### src/rtl/fetch_queue.sv
// fetch_queue: PC owner and imem request issuer with an in-order instruction FIFO to decode.
// A redirect flushes the FIFO, restarts the stream and drops every response still in flight.
module fetch_queue #(
   parameter int              XLEN      = 32,
   parameter int              DEPTH     = 4,
   parameter int              MAX_OUTST = 2,
   parameter logic [XLEN-1:0] RESET_PC  = 32'h0100_0000
) (
   input  logic                    clock,
   input  logic                    reset,
   output logic                    imem_req_valid,
   input  logic                    imem_req_ready,
   output logic [XLEN-1:0]         imem_req_addr,
   input  logic                    imem_rsp_valid,
   input  logic [XLEN-1:0]         imem_rsp_data,
   output logic                    inst_valid,
   input  logic                    inst_ready,
   output logic [XLEN-1:0]         inst_data,
   output logic [XLEN-1:0]         inst_pc,
   input  logic                    redirect_valid,
   input  logic [XLEN-1:0]         redirect_pc,
   output logic [$clog2(DEPTH):0]  occupancy
);
   localparam int AW = $clog2(DEPTH);
   localparam int CW = AW + 1;
   localparam int TW = MAX_OUTST > 1 ? $clog2(MAX_OUTST) : 1;
   localparam int PW = $clog2(MAX_OUTST + 1);
   logic [XLEN-1:0] r_pc;
   logic [XLEN-1:0] r_data  [DEPTH];
   logic [XLEN-1:0] r_tagpc [DEPTH];
   logic [XLEN-1:0] r_tag   [MAX_OUTST];
   logic [AW-1:0]   r_wr, r_rd;
   logic [TW-1:0]   r_twr, r_trd;
   logic [CW-1:0]   r_count;
   logic [PW-1:0]   r_pend, r_drop;
   logic            w_issue, w_push, w_pop;
   logic [31:0]     w_used;
   // credits: buffered entries plus responses that will be kept
   assign w_used         = 32'(r_count) + 32'(r_pend) - 32'(r_drop);
   assign imem_req_valid = reset && !redirect_valid && 32'(r_pend) < 32'(MAX_OUTST) && w_used < 32'(DEPTH);
   assign imem_req_addr  = r_pc;
   assign inst_valid     = r_count != '0 && !redirect_valid;
   assign inst_data      = r_data[r_rd];
   assign inst_pc        = r_tagpc[r_rd];
   assign occupancy      = r_count;
   assign w_issue        = imem_req_valid && imem_req_ready;
   assign w_push         = imem_rsp_valid && r_drop == '0 && !redirect_valid;
   assign w_pop          = inst_valid && inst_ready;
   always_ff @(posedge clock or negedge reset)
      if (!reset) begin
         r_pc    <= RESET_PC;
         r_wr    <= '0;
         r_rd    <= '0;
         r_twr   <= '0;
         r_trd   <= '0;
         r_count <= '0;
         r_pend  <= '0;
         r_drop  <= '0;
      end else if (redirect_valid) begin
         r_pc    <= redirect_pc & ~XLEN'(3);
         r_wr    <= '0;
         r_rd    <= '0;
         r_twr   <= '0;
         r_trd   <= '0;
         r_count <= '0;
         r_pend  <= r_pend - PW'(imem_rsp_valid);
         r_drop  <= r_pend - PW'(imem_rsp_valid);
      end else begin
         if (w_issue) r_pc <= r_pc + XLEN'(4);
         if (w_issue) r_twr <= r_twr == TW'(MAX_OUTST - 1) ? '0 : r_twr + 1'b1;
         if (w_push) r_trd <= r_trd == TW'(MAX_OUTST - 1) ? '0 : r_trd + 1'b1;
         if (w_push) r_wr <= r_wr + 1'b1;
         if (w_pop) r_rd <= r_rd + 1'b1;
         r_count <= r_count + CW'(w_push) - CW'(w_pop);
         r_pend  <= r_pend + PW'(w_issue) - PW'(imem_rsp_valid);
         if (imem_rsp_valid && r_drop != '0) r_drop <= r_drop - 1'b1;
      end
   always_ff @(posedge clock) begin
      if (w_issue) r_tag[r_twr] <= r_pc;
      if (w_push) r_data[r_wr] <= imem_rsp_data;
      if (w_push) r_tagpc[r_wr] <= r_tag[r_trd];
   end
   a_no_push_full: assert property (@(posedge clock) disable iff (!reset) !(w_push && r_count == CW'(DEPTH) && !w_pop));
   a_pend_max:     assert property (@(posedge clock) disable iff (!reset) 32'(r_pend) <= 32'(MAX_OUTST));
   a_drop_le_pend: assert property (@(posedge clock) disable iff (!reset) r_drop <= r_pend);
   a_rsp_pending:  assert property (@(posedge clock) disable iff (!reset) !(imem_rsp_valid && r_pend == '0));
endmodule

### config.mk
export PLATFORM = sky130hd
export DESIGN_NAME = fetch_queue
export DESIGN_NICKNAME = d
export VERILOG_FILES = /design/src/rtl/fetch_queue.sv
export SDC_FILE = /design/constraint.sdc
export NUM_CORES = 1
export LEC_CHECK = 0
export ABC_AREA = 1
export BUFFER_PORTS_ARGS = -buffer_cell sky130_fd_sc_hd__buf_2
export CORE_ASPECT_RATIO = 1.2
export CORE_MARGIN = 3
export CORE_UTILIZATION = 35
export DETAILED_ROUTE_END_ITERATION = 16
export PLACE_DENSITY = 0.51
export RECOVER_POWER = 25
export SLEW_MARGIN = 10
export SYNTH_ARGS = -nofsm -noshare
export SYNTH_HDL_FRONTEND = slang
export SYNTH_SLANG_ARGS = --single-unit
### constraint.sdc
create_clock -name clock -period 4.3 [get_ports clock]
set_clock_uncertainty 0.1 [all_clocks]
set_input_delay 0.43 -clock clock [delete_from_list [all_inputs] [get_ports clock]]
set_output_delay 0.43 -clock clock [all_outputs]
set_load 0.01 [all_outputs]
==> summary.md <==
| Metric | Value |
|---|---|
| Outcome | `finished, final reports clean` |
| Crit end category | `output pin` |
| Rows | `81` |
| GR Overflow Total | `0` |
| Clk root buf | `clkbuf_16` |
| Cell count of the worst reg-to-reg path | `15` |
| RSZ-0062 raised after global routing | `false` |
| Required time worst endpoint | `about 3800 ps` |
| Setup tns final | `0 ps` |
| Total GRT Usage | `0.154` |
| PD cells | `approximately 540 nW/um^2` |
| Number of vias per cell | `around 4.8` |
| I/O pins | `approximately 170` |
| FFs w/ async S/R, synth | `0.123` |
| Measured slew at the worst slew-check pin | `896 ps` |
| I/O Buffers | `164` |
| CP Launch Type | `register` |
| Filler Cell Count | `between 3000 and 4000` |
| Die area | `between 40000 and 50000 um^2` |
| Crit Path Max Fanout | `84` |
| Final cycle utilization of the critical path | `0.710` |
| Final Setup Violations | `0` |
| Resized Gates After CTS | `0` |
| Seq pwr share | `0.455` |
| Hold depth | `3` |
| Crit path DAT | `approximately 2500 ps` |
| Post-DP HPWL | `about 21 mm` |
| Vias in the first global route | `slightly above 9000` |
| DR pass1 iterations | `5` |
| Largest net degree at the start of global routing | `85` |
| CTS Buf Count | `38` |
| Antenna violations before repair | `0` |
| Post-Syn Area | `around 15000 um^2` |
| CORE AREA | `40800 um^2` |
| Yosys top cell by area | `edfxtp_1` |
| Clk pwr share | `0.330` |
| DRC | `0` |
| RePlAce Congestion | `slightly above 0.8` |
| Flops & latches, synth | `about 350` |
| Pint | `~6.6 mW` |
| Syn_area_per_cell | `between 10 and 15 um^2` |
| Static Leakage | `between 6 and 7 nW` |
| Multi-input gate area | `3700 um^2` |
| Net switching power | `approximately 2.8 mW` |
| Combinational Power Share | `0.215` |
| Share of cells above drive strength 1 | `0.172` |
| WS Path Type | `register to output pin` |
| WL per Instance | `roughly 17 um` |
| Max-Cap Viols | `0` |
| Distinct cell type count after synthesis | `36` |
| Sequential share of the synthesized area | `0.712` |
| Final wirelength | `between 30 and 40 mm` |
| Clock Pin Slew Worst Setup and Hold Paths | `around 60 ps` |
| Final slew viol count | `0` |
| Clk_lat worst skew | `520 ps` |
| Fin nets | `around 1500` |
| Final worst path period need | `a little over 3000 ps` |
| Top FF cell, synth | `edfxtp_1` |
| WHS | `about 26 ps` |
| First-pass GRT wire length | `around 52 mm` |
| Initial Util | `0.355` |
| Drt initial violations | `487` |
| Area grow syn2layout | `19.7%` |
| Routed via count | `9374` |
| H-tree levels | `2` |
| DIE HEIGHT | `between 200 and 250 um` |
| Peak Freq | `roughly 330 MHz` |
| Total power | `~9.4 mW` |
| Storage cell area | `around 10000 um^2` |
| Final Hold Vio Count | `0` |
| Hold Path Class | `input pin to register` |
| Synthesized instance count | `~1200` |
| Peak VDD IR | `about 0.00026 V` |
| Clk sinks | `around 350` |
| Ys Warns | `0` |
| EDFF count, synth | `roughly 300` |
| Net Sw Frac | `0.298` |
| Clk buf depth | `3` |
| Post-DRT Antenna Nets | `0` |
| CTS tree | `done` |
| Die X | `192 um` |
| Synth top area share | `0.638` |
| Dominant cells by area after synthesis | `edfxtp_1 (64%), dfrtp_1 (7.2%), nand2_1 (5.0%), o21ai_0 (4.9%), nor2_1 (4.8%)` |
| ANT cells | `0` |
| Slew headroom | `0.403` |
-- placed cells by master, fill, tap and decap left out, types with 3 or more instances in the layout --
cell	count
xnor2_1	6
dfrtp_1	40
nor2_2	4
clkinv_1	10
buf_12	6
buf_2	131
bufinv_16	3
ha_1	15
o22ai_1	62
mux2_2	26
clkinvlp_4	3
clkbuf_16	39
clkbuf_1	41
buf_4	11
edfxtp_1	308
nand3_1	63
dlygate4sd3_1	25
nor2_4	5
clkinv_2	3
inv_1	59
nand2_1	194
o21ai_0	143
nor2_1	179
mux2_1	4
conb_1	4
a21oi_1	4
xor2_1	5
-- registers in the layout, summed over array words and instances, names as in the netlist --
name	flops
r_data	128
r_tagpc	120
r_tag	60
imem_req_addr	30
occupancy	3
r_drop	2
r_pend	2
r_rd	2
r_wr	2
r_trd	1
r_twr	1
-- power by group through the flow --
stage               clock, mW  combinational, mW  sequential (mW)
detailed placement          0               2.05             4.35
CTS                      3.20               2.08             4.28
floorplan                   0               1.28             4.28
global route             3.32               2.28             4.31
finish                   3.10               2.02             4.28
global placement            0               2.03             4.34
-- final timing paths --
check,slack (ps),end,start
worst min register to register,460,r_wr[1],r_wr[1]
worst min-delay path,30,imem_req_addr[16],redirect_pc[16]
worst max-delay path,1250,inst_pc[17],r_rd[0]
max in group asynchronous,3140,r_rd[0],reset
min in group asynchronous,490,imem_req_addr[26],reset
worst max register to register,1370,r_pend[1],occupancy[1]
-- critical path, stage by stage, from the launching register on --
cell and delay [ps]:
dfrtp_4 490, clkinv_2 440, buf_12 390, o21ai_0 140, o22ai_1 270, buf_2 200
-- Yosys cell counts, types with 6 or more instances --
master / count
dfrtp_1: 42
inv_1: 59
ha_1: 15
buf_2: 13
xnor2_1: 6
nand2_1: 194
o21ai_0: 143
nor2_1: 185
mux2_2: 26
o22ai_1: 62
edfxtp_1: 308
nand3_1: 63
clkbuf_1: 39
-- cells by family (layout without fill, tap and decap cells) --
group                    after synthesis  after routing  synth area share
AO/OA/AOI/OAI                        213            213            0.0796
buffers and inverters                124            337            0.0363
multiplexers                          30             30            0.0233
XOR/XNOR                              11             11           0.00664
adder cells (fa/ha/maj)               17             17            0.0157
AND/OR/NAND/NOR                      454            454             0.126
flip-flops                           351            351             0.712
other                                  1              4          0.000259
-- routing by layer --
| metal | vias up | track usage | part of all wire |
|---|---|---|---|
| met3 | 63 | 0.0243 | 0.043 |
| met4 | 0 | 0.0528 | 0.029 |
| li1 | 4603 | - | - |
| met1 | 4494 | 0.202 | 0.44 |
| met5 | - | 0 | 0 |
| met2 | 214 | 0.259 | 0.48 |
-- layout make-up --
type | count | share of cell area
Clock inverter | 20 | 0.0102
Sequential cell | 351 | 0.595
Inverter | 64 | 0.0143
Timing Repair Buffer | 206 | 0.0710
Tap cell | 539 | 0.0388
Multi-Input combinational cell | 729 | 0.213
Clock buffer | 47 | 0.0579
-- repair_timing --
item                                   4_1_cts  5_1_grt
endpoints found under the hold margin      114        0
setup buffers                                0        0
hold buffers                                25        0
-- metrics by stage --
stage / cells / cell area, um^2 / setup WS [ps] / util
final: 1956 / 17400 / 1250 / 0.425
after global placement: 1864 / 16000 / 1380 / 0.391
after CTS: 1956 / 17400 / 1190 / 0.426
after floorplan: 1204 / 14500 / 292 / -
after global routing: 1956 / 17400 / 1100 / 0.425
after detailed placement: 1864 / 16000 / 1380 / 0.391
(Power assumes the default switching activity.)
